===== config.mk =====
export PLATFORM = sky130hd
export DESIGN_NAME = pixel_shifter
export DESIGN_NICKNAME = d
export VERILOG_FILES = /design/src/rtl/pixel_shifter.sv
export SDC_FILE = /design/constraint.sdc
export NUM_CORES = 1
export LEC_CHECK = 0
export CAP_MARGIN = 30
export CORE_ASPECT_RATIO = 1.2
export CORE_MARGIN = 1.5
export CORE_UTILIZATION = 58
export CTS_CLUSTER_SIZE = 40
export DETAILED_ROUTE_END_ITERATION = 7
export PLACE_DENSITY_LB_ADDON = 0.2
export SLEW_MARGIN = 20
export SYNTH_ARGS = -nofsm -noshare
export SYNTH_HDL_FRONTEND = slang
export SYNTH_SLANG_ARGS = --single-unit

===== constraint.sdc =====
create_clock -name clk -period 5.3 [get_ports clk]
set_input_delay 0.795 -clock clk [delete_from_list [all_inputs] [get_ports clk]]
set_output_delay 0.795 -clock clk [all_outputs]
set_load 0.01 [all_outputs]

===== src/rtl/pixel_shifter.sv =====
// Video byte to pixel serializer; optional PIXEL_DOUBLE_EN holds each pixel for two enable slots.
// Latency: pixel is registered one cycle after the enable edge that selects it.
// Backpressure: data_ready = !hold_full; a data_valid offered while the hold buffer is full is ignored.
module pixel_shifter #(
    parameter int WIDTH = 8
) (
    input  logic             clk,
    input  logic             reset,
    input  logic             enable,
    input  logic             mode,
    input  logic [WIDTH-1:0] data_in,
    input  logic             data_valid,
    output logic             data_ready,
    output logic [1:0]       pixel,
    output logic             pixel_valid,
    output logic             underrun
);

    localparam int RW = $clog2(WIDTH + 1);
    localparam logic [RW-1:0] WIDTH_R = RW'(WIDTH);

    logic [WIDTH-1:0] hold;
    logic             hold_full;
    logic [WIDTH-1:0] shreg;
    logic [RW-1:0]    rem;
    logic             mode_q;

    logic             take;
    logic             slot;
    logic             repeat_slot;
    logic [RW-1:0]    step_cur;
    logic [RW-1:0]    step_new;
    logic             load;

    assign data_ready = !hold_full;
    assign take       = data_valid && data_ready;

    // step for the byte in flight uses its latched mode; a byte being loaded uses the live mode
    assign step_cur = mode_q ? RW'(2) : RW'(1);
    assign step_new = mode   ? RW'(2) : RW'(1);

`ifdef PIXEL_DOUBLE_EN
    logic phase;

    // phase 0 makes the shift/load/underrun decision, phase 1 repeats the pixel
    assign slot        = enable && !phase;
    assign repeat_slot = enable && phase;

    // phase toggles on every enable slot
    always_ff @(posedge clk or posedge reset) begin
        if (reset) begin
            phase <= 1'b0;
        end else if (enable) begin
            phase <= !phase;
        end
    end
`else
    assign slot        = enable;
    assign repeat_slot = 1'b0;
`endif

    assign load = slot && (rem == '0) && hold_full;

    // holding buffer: fill on handshake, empty when its byte moves into the shift register
    always_ff @(posedge clk or posedge reset) begin
        if (reset) begin
            hold      <= '0;
            hold_full <= 1'b0;
        end else if (take) begin
            hold      <= data_in;
            hold_full <= 1'b1;
        end else if (load) begin
            hold_full <= 1'b0;
        end
    end

    // shift register, remaining-bit count and registered pixel outputs
    always_ff @(posedge clk or posedge reset) begin
        if (reset) begin
            shreg       <= '0;
            rem         <= '0;
            mode_q      <= 1'b0;
            pixel       <= 2'b00;
            pixel_valid <= 1'b0;
            underrun    <= 1'b0;
        end else begin
            underrun <= 1'b0;
            if (slot) begin
                if (rem != '0) begin
                    pixel       <= mode_q ? shreg[WIDTH-1:WIDTH-2] : {2{shreg[WIDTH-1]}};
                    pixel_valid <= 1'b1;
                    shreg       <= shreg << step_cur;
                    rem         <= rem - step_cur;
                end else if (hold_full) begin
                    pixel       <= mode ? hold[WIDTH-1:WIDTH-2] : {2{hold[WIDTH-1]}};
                    pixel_valid <= 1'b1;
                    shreg       <= hold << step_new;
                    rem         <= WIDTH_R - step_new;
                    mode_q      <= mode;
                end else begin
                    pixel       <= 2'b00;
                    pixel_valid <= 1'b0;
                    underrun    <= 1'b1;
                end
            end else if (repeat_slot) begin
                pixel       <= pixel;
                pixel_valid <= pixel_valid;
            end
        end
    end

endmodule


## After elaboration in Yosys (flattened, before gate mapping)

Cells that the tools add are included.

| cells by class | value |
|---|---|
| reduce and logical (&&, ||, !) cells | 10 |
| shift operators | 2 |
| equality and inequality tests | 0 |
| add/sub/neg operators | 2 |
| muxes and demuxes | 17 |
| magnitude comparators | 0 |
| bitwise gates (word level) | 1 |
| multipliers | 0 |
| div/mod/pow operators | 0 |

Operators with widths:

| operator | number |
|---|---|
| $mux W8 | 2 |
| $shl A8 B2 Y8 | 2 |
| $mux W1 | 9 |
| $mux W2 | 4 |
| $mux W4 | 2 |
| $logic_not A4 Y1 | 1 |
| $reduce_bool A2 Y1 | 2 |
| $reduce_bool A4 Y1 | 1 |
| $sub A4 B2 Y4 | 1 |
| $sub A4 B2 Y4 const A | 1 |
| $logic_and A1 B1 Y1 | 3 |
| $reduce_and A3 Y1 | 1 |
| $reduce_and A2 Y1 | 1 |
| $logic_not A1 Y1 | 1 |
| $not A1 Y1 | 1 |

| word-level totals | value |
|---|---|
| bits in read-only memories | 0 |
| bits in latches | 0 |
| output and inout bits | 5 |
| memory bits (writable) | 0 |
| memories | 0 |
| register bits | 26 |

## Logic depth before layout (Yosys ltp)

Gate-level depths: netlist of run 1.

| depth | value |
|---|---|
| depth after elaboration | 5 |
| gate-level depth with buffers | 7 |
| mapped depth without buffers | 6 |

## Worst setup path after synthesis of run 1

OpenSTA, ideal clock, no wires.

| path | value |
|---|---|
| kind | in2reg |
| start point | in mode |
| end point | reg shreg[2] |
| stages on the path | 4 |
| slack | 3.470 ns |
| required time | 5.175 ns |
| setup time | 0.125 ns |
| arrival time | 1.705 ns |
| cells stage by stage | clkbuf_1 > mux2i_1 > mux2i_1 > mux2_4 |

| on the way | value |
|---|---|
| word-level cells in the longest chain between the ends | 4 |

RTL lines:

| element | RTL line | source |
|---|---|---|
| start: declaration | 10 | `input logic mode,` |
| $mux W2 | 40 | `assign step_new = mode ? RW'(2) : RW'(1);` |
| $shl A8 B2 Y8 | 97 | `shreg <= hold << step_new;` |
| $mux W8 | 94 | `end else if (hold_full) begin` |
| $mux W8 | 89 | `if (rem != '0) begin` |
| end signal: assignment | 92 | `shreg <= shreg << step_cur;` |
| end signal: assignment | 97 |  |
| end: declaration | 24 | `logic [WIDTH-1:0] shreg;` |

No other way between the ends. The select of a mux whose other input is x is not followed.
A chain may end at the register's enable or synchronous reset.

## Worst setup path in the final report of run 1

| path | value |
|---|---|
| start point | reg rem[1] |
| end point | reg shreg[4] |

| on the way | value |
|---|---|
| word-level cells in the longest chain between the ends | 3 |

RTL lines:

| element | RTL line | source |
|---|---|---|
| start: declaration | 25 | `logic [RW-1:0] rem;` |
| start signal: assignment | 93 | `rem <= rem - step_cur;` |
| start signal: assignment | 98 | `rem <= WIDTH_R - step_new;` |
| $reduce_bool A4 Y1 * | 89 |  |
| $reduce_bool A2 Y1 (no source line) | -- |  |
| $reduce_and A2 Y1 (no source line) | -- |  |

Every way passes the cells marked *; elsewhere a longest branch is shown, timed or not.

==> results.cfg, run 1 <==
[status]
outcome = finished, final reports clean

[floorplan]
dieArea_sq_um = 2666
dieHeight_microns = 56.27
initial_utilization = 0.6072
row_count = 19
ios = 18
core_area_sq_um = 2258
die_x_microns = 47.39

[global_routing]
grt_overflow_total = 0
grt_pass1_vias = 941
grt_util_all_layers = 0.1991
grt_pass1_wl_microns = 3864
antenna_found_initial = 0
grt_max_degree = 27

[timing]
whs_ps = 537.4
worst_slew_pin_slew_ps = 759.6
fin_tns_setup_ps = 0
post-route-min-period_ps = 2302
fin_crit_sh = 0.4343
relSlewSlack = 0.4889
fmax_ghz = 0.4345
setup_ws_ps = 2998
hold_viol_final = 0
drv_slew = 0
rsz0062_at_grt = no
finClkSkew_ps = 2.616
setup_viol_count_final = 0

[clock_network]
clk_pin_slew_ps = 140
numClockSinks = 26
cts_hold_buffers = 0
htreeDepth = 1
cts.repair.resized = 0
cts_tree = yes
post-cts-setup-buffers = 0
cts.path.max_buffers = 2
cts_buffers = 3
clk_latency_ps = 330
cts-root-buf = clkbuf_4

[cells_and_area]
mostFrequentLayoutCell = dfrtp_1
fillers = 171
nets = 141
regArea_sq_um = 650.6
design_area_sq_um = 1612
most-common-layout-cells = dfrtp_1 (26), mux2i_1 (22), clkdlybuf4s50_1 (17), mux2_2 (13), inv_1 (6)
syn_to_final_growth_pct = 17.52
multi_input_area_sq_um = 648.1
final_layout_size_suffix_gt1_frac = 0.1935
instances_no_fill = 155
diodes = 0

[route]
ant_nets = 0
routed_wl_microns = 2257
post-route-drc-count = 0
avgViaCountPerCell = 5.690
num_vias = 882
drt-initial-drc-count = 12
wl_per_cell_microns = 14.56
dr.pass1.iters = 4

[job]
drv_cap = 0

[power]
power.density_nw_per_um2 = 473.3
cellLeakagePower_uw = 0.0007768
ir_drop_mv = 0.3070

[critical_path]
crit_type = reg -> reg
required_ps = 5530
end_kind = flop
cp_data_arrival_time_ps = 2530
start_kind = flop
cp_max_fo = 13

[worst_hold_path]
hp-class = reg -> reg

[synth]
syn_inst = 109
syn_nets = 125
synth-seq-cells = 26
yosysWarnings = 0
synth_area_per_cell_sq_um = 12.58
synth.yosys.seq_area_share = 0.4745
synth_cell_types = 28
synth_area_sq_um = 1371

[placed_design]
placed_cell_area_sq_um = 1534
port_buffers = 17
place_inst = 150
dp_hpwl_microns = 1585
finalWeightedCongestion = 0.7303
pre_cts_slack_ps = 2900
layout make-up:
cell class | instances | share of cell area
Clock buffer | 3 | 0.01398
Clock inverter | 1 | 0.01863
Inverter | 7 | 0.01630
Multi-Input combinational cell | 69 | 0.4022
Sequential cell | 26 | 0.4037
Tap cell | 31 | 0.02407
Timing Repair Buffer | 18 | 0.1211
through the flow:
step	utilization	total power, uW
final	0.7136	762.7
after global routing	0.7136	816.9
after CTS	0.7025	766.3
after detailed placement	0.6792	630.4
after global placement	0.6792	611.3
after floorplan	-	560.7
cell usage after synthesis:
cell	number	area, sq um
mux2i_1	22	220.2
nor3_1	1	5.000
buf_6	1	11.26
o21a_1	1	7.510
nor4_1	1	6.260
dfrtp_1	26	650.6
and3_1	1	6.260
ha_1	2	25.02
nand3_1	4	20.02
fa_1	1	20.02
nand2b_1	3	18.77
and2_1	1	6.260
nor2b_1	1	6.260
mux2_4	5	75.07
a32oi_1	1	8.760
o21ai_0	3	15.01
clkbuf_1	4	15.01
or4_1	1	7.510
buf_2	1	5.000
nand2_1	1	3.750
nor2_1	3	11.26
a31oi_1	1	6.260
o21ai_4	1	16.27
o22a_1	1	8.760
a22oi_1	1	7.510
mux2_2	13	146.4
buf_8	1	15.01
inv_1	7	26.28
power breakdown:
group	switching, uW	internal [uW]	leakage [uW]	total [uW]
sequential	75.9	272	0.000325	348
clock	60.0	76.6	0.0000279	137
combinational	110	168	0.000424	278
layer usage:
metal / vias up / GRT usage / part of all wire
met5: - / 0 / 0
met4: 0 / 0.09524 / 0.028
met3: 7 / 0.01929 / 0.021
met2: 17 / 0.3224 / 0.49
met1: 442 / 0.2554 / 0.46
li1: 416 / - / -
critical path, cell delays in order, from the launching register on:
cell     delay [ps]
dfrtp_1         440
or4_1           860
o21ai_4         520
mux2_2          390
logic make-up (layout without fill, tap and decap cells):
family | Yosys count | after routing | share of synthesized area
buffers and inverters | 14 | 29 | 0.05291
DFF | 26 | 26 | 0.4744
muxes | 40 | 40 | 0.3221
and+or+nand+nor | 17 | 17 | 0.06661
AOI/OAI and AO/OA | 9 | 9 | 0.05110
adders and majority gates | 3 | 3 | 0.03284
state kept, by name, indices dropped and copies added (netlist names):
| register | count |
|---|---|
| pixel_valid | 1 |
| hold_full | 1 |
| pixel | 2 |
| rem | 4 |
| underrun | 1 |
| hold | 8 |
| mode_q | 1 |
| shreg | 8 |
worst paths after layout:
kind	startpoint	endpoint	slack (ps)	cells past startpoint
hold / removal	pixel[0]	pixel[0]	540	1
setup / recovery	rem[1]	shreg[4]	3000	3
hold reg to reg	pixel[0]	pixel[0]	540	1
setup reg to reg	rem[1]	shreg[4]	3000	3
max in group asynchronous	reset	hold[1]	4290	3
min in group asynchronous	reset	pixel[0]	640	2
No activity file was read; power rests on OpenSTA's default activity.
==> run 2: changes to the inputs <==
--- a/config.mk
+++ b/config.mk
@@ -8,7 +8,7 @@
 export CAP_MARGIN = 30
 export CORE_ASPECT_RATIO = 1.2
 export CORE_MARGIN = 1.5
-export CORE_UTILIZATION = 58
+export CORE_UTILIZATION = 54
 export CTS_CLUSTER_SIZE = 40
 export DETAILED_ROUTE_END_ITERATION = 7
 export PLACE_DENSITY_LB_ADDON = 0.2
==> constraint.sdc (replaced) <==
create_clock -name clk -period 2.4 [get_ports clk]
set_input_delay 0.36 -clock clk [delete_from_list [all_inputs] [get_ports clk]]
set_output_delay 0.36 -clock clk [all_outputs]
set_load 0.01 [all_outputs]
==> run 2 against run 1 <==
Effect of this change:
- via count stayed put
- die area grew 7.0%
- combinational power rose by 120%
- register-to-register slack got worse by 2500 ps
- global-route usage is 1.2 points lower
==> results.cfg, run 2 (synthesis results as in run 1) <==
[cells_and_area]
syn_to_final_growth_pct = 17.34
most-common-layout-cells = dfrtp_1 (26), mux2i_1 (22), clkdlybuf4s50_1 (17), mux2_2 (13), inv_1 (7)
design_area_sq_um = 1609
nets = 143
mostFrequentLayoutCell = dfrtp_1
final_layout_size_suffix_gt1_frac = 0.2063
largestRegisters = hold (8), shreg (8), rem (4)
diodes = 0

[power]
p_sw_uw = 546.3
power.density_nw_per_um2 = 1052
ir_drop_mv = 0.8437
combPwrFrac = 0.368
pwr-share-seq = 0.453
p_int_uw = 1146
swShare = 0.3227
clockPowerShare = 0.178
cellLeakagePower_uw = 0.0007827

[floorplan]
initial_utilization = 0.5827
dieArea_sq_um = 2852
die_x_microns = 49
dieHeight_microns = 58.20
ios = 18
core_area_sq_um = 2354
row_count = 19

[route]
drt-initial-drc-count = 4
avgViaCountPerCell = 5.618
post-route-drc-count = 0
num_vias = 882
wl_per_cell_microns = 14.50
ant_nets = 0
dr.pass1.iters = 3
routed_wl_microns = 2277

[clock_network]
cts.path.max_buffers = 2
htreeDepth = 1
clk_latency_ps = 320
cts.repair.resized = 0
cts_tree = yes
cts_hold_buffers = 0
post-cts-setup-buffers = 0
cts_buffers = 3
cts-root-buf = clkbuf_4
numClockSinks = 26
clk_pin_slew_ps = 150

[timing]
setup_viol_count_final = 0
worst_slew_pin_slew_ps = 764.4
relSlewSlack = 0.4857
fmax_ghz = 0.5174
hold_viol_final = 0
post-route-min-period_ps = 1933
finClkSkew_ps = 6.817
rsz0062_at_grt = no
fin_tns_setup_ps = 0
drv_slew = 0
fin_crit_sh = 0.8053

[global_routing]
grt_pass1_vias = 914
antenna_found_initial = 0
grt_pass1_wl_microns = 4050
grt_util_all_layers = 0.1870
grt_max_degree = 27
grt_overflow_total = 0

[critical_path]
rrSetupSlack_ps = 470
ff2ff_path_depth = 3
start_kind = flop
cp_data_arrival_time_ps = 2150
cp_max_fo = 12
r2r_start = rem[3]
crit_type = reg -> reg
end_kind = flop
required_ps = 2620
r2r_end = shreg[3]

[job]
drv_cap = 0

[worst_hold_path]
hp-class = in -> async

[placed_design]
placed_cell_area_sq_um = 1556
dp_hpwl_microns = 1642
port_buffers = 17
finalWeightedCongestion = 0.7127

[status]
outcome = finished, final reports clean
-- run 2: metal layers --
metal / vias to the layer above / global-route usage / routed length (microns)
li1: 423 / - / -
met1: 442 / 0.2194 / 982
met5: - / 0 / 0
met3: 2 / 0.03093 / 65
met4: 0 / 0.07347 / 18
met2: 15 / 0.3425 / 1211
-- run 2: cell type report --
class | instances | area [sq um]
flip-flops and latches | 26 | 650.6
inverters | 7 | 26.28
clock inverters | 1 | 30.03
multi-input cells | 69 | 648.1
repair buffers | 20 | 192.7
fillers | 181 | 744.5
well taps | 31 | 38.79
clock buffers | 3 | 22.52
-- run 2: worst max path at each step --
stage | startpoint | to | slack (ps) | cells after the start
floorplan | mode_q | rem[2] | 620 | 7
global placement | mode | shreg[7] | 470 | 4
detailed placement | mode | shreg[7] | 470 | 4
CTS | rem[3] | shreg[3] | 460 | 3
global route | mode_q | rem[2] | 390 | 6
finish | rem[3] | shreg[3] | 470 | 3
-- run 2: power groups by stage --
stage	clock (uW)	sequential, uW	combinational [uW]
4_1_cts	310	768	639
6_report	301	768	624
3_3_place_gp	0	772	600
2_1_floorplan	0	718	520
5_1_grt	323	794	695
3_5_place_dp	0	779	634
-- run 2: critical path, cell delays in order, from the launching register on --
cell and delay, ps:
dfrtp_1 430, or4_1 600, o21ai_4 410, mux2_2 390
-- run 2: metrics by stage --
step	hold slack, ps	setup slack (ps)	total power [uW]	util	instances
2_1_floorplan	400.0	624.0	1238	-	109
3_3_place_gp	493.2	473.4	1372	0.6614	153
3_5_place_dp	499.2	465.5	1413	0.6614	153
4_1_cts	375.7	462.5	1716	0.6837	157
5_1_grt	430.4	388.6	1812	0.6837	157
6_report	363.2	467.3	1693	0.6837	157
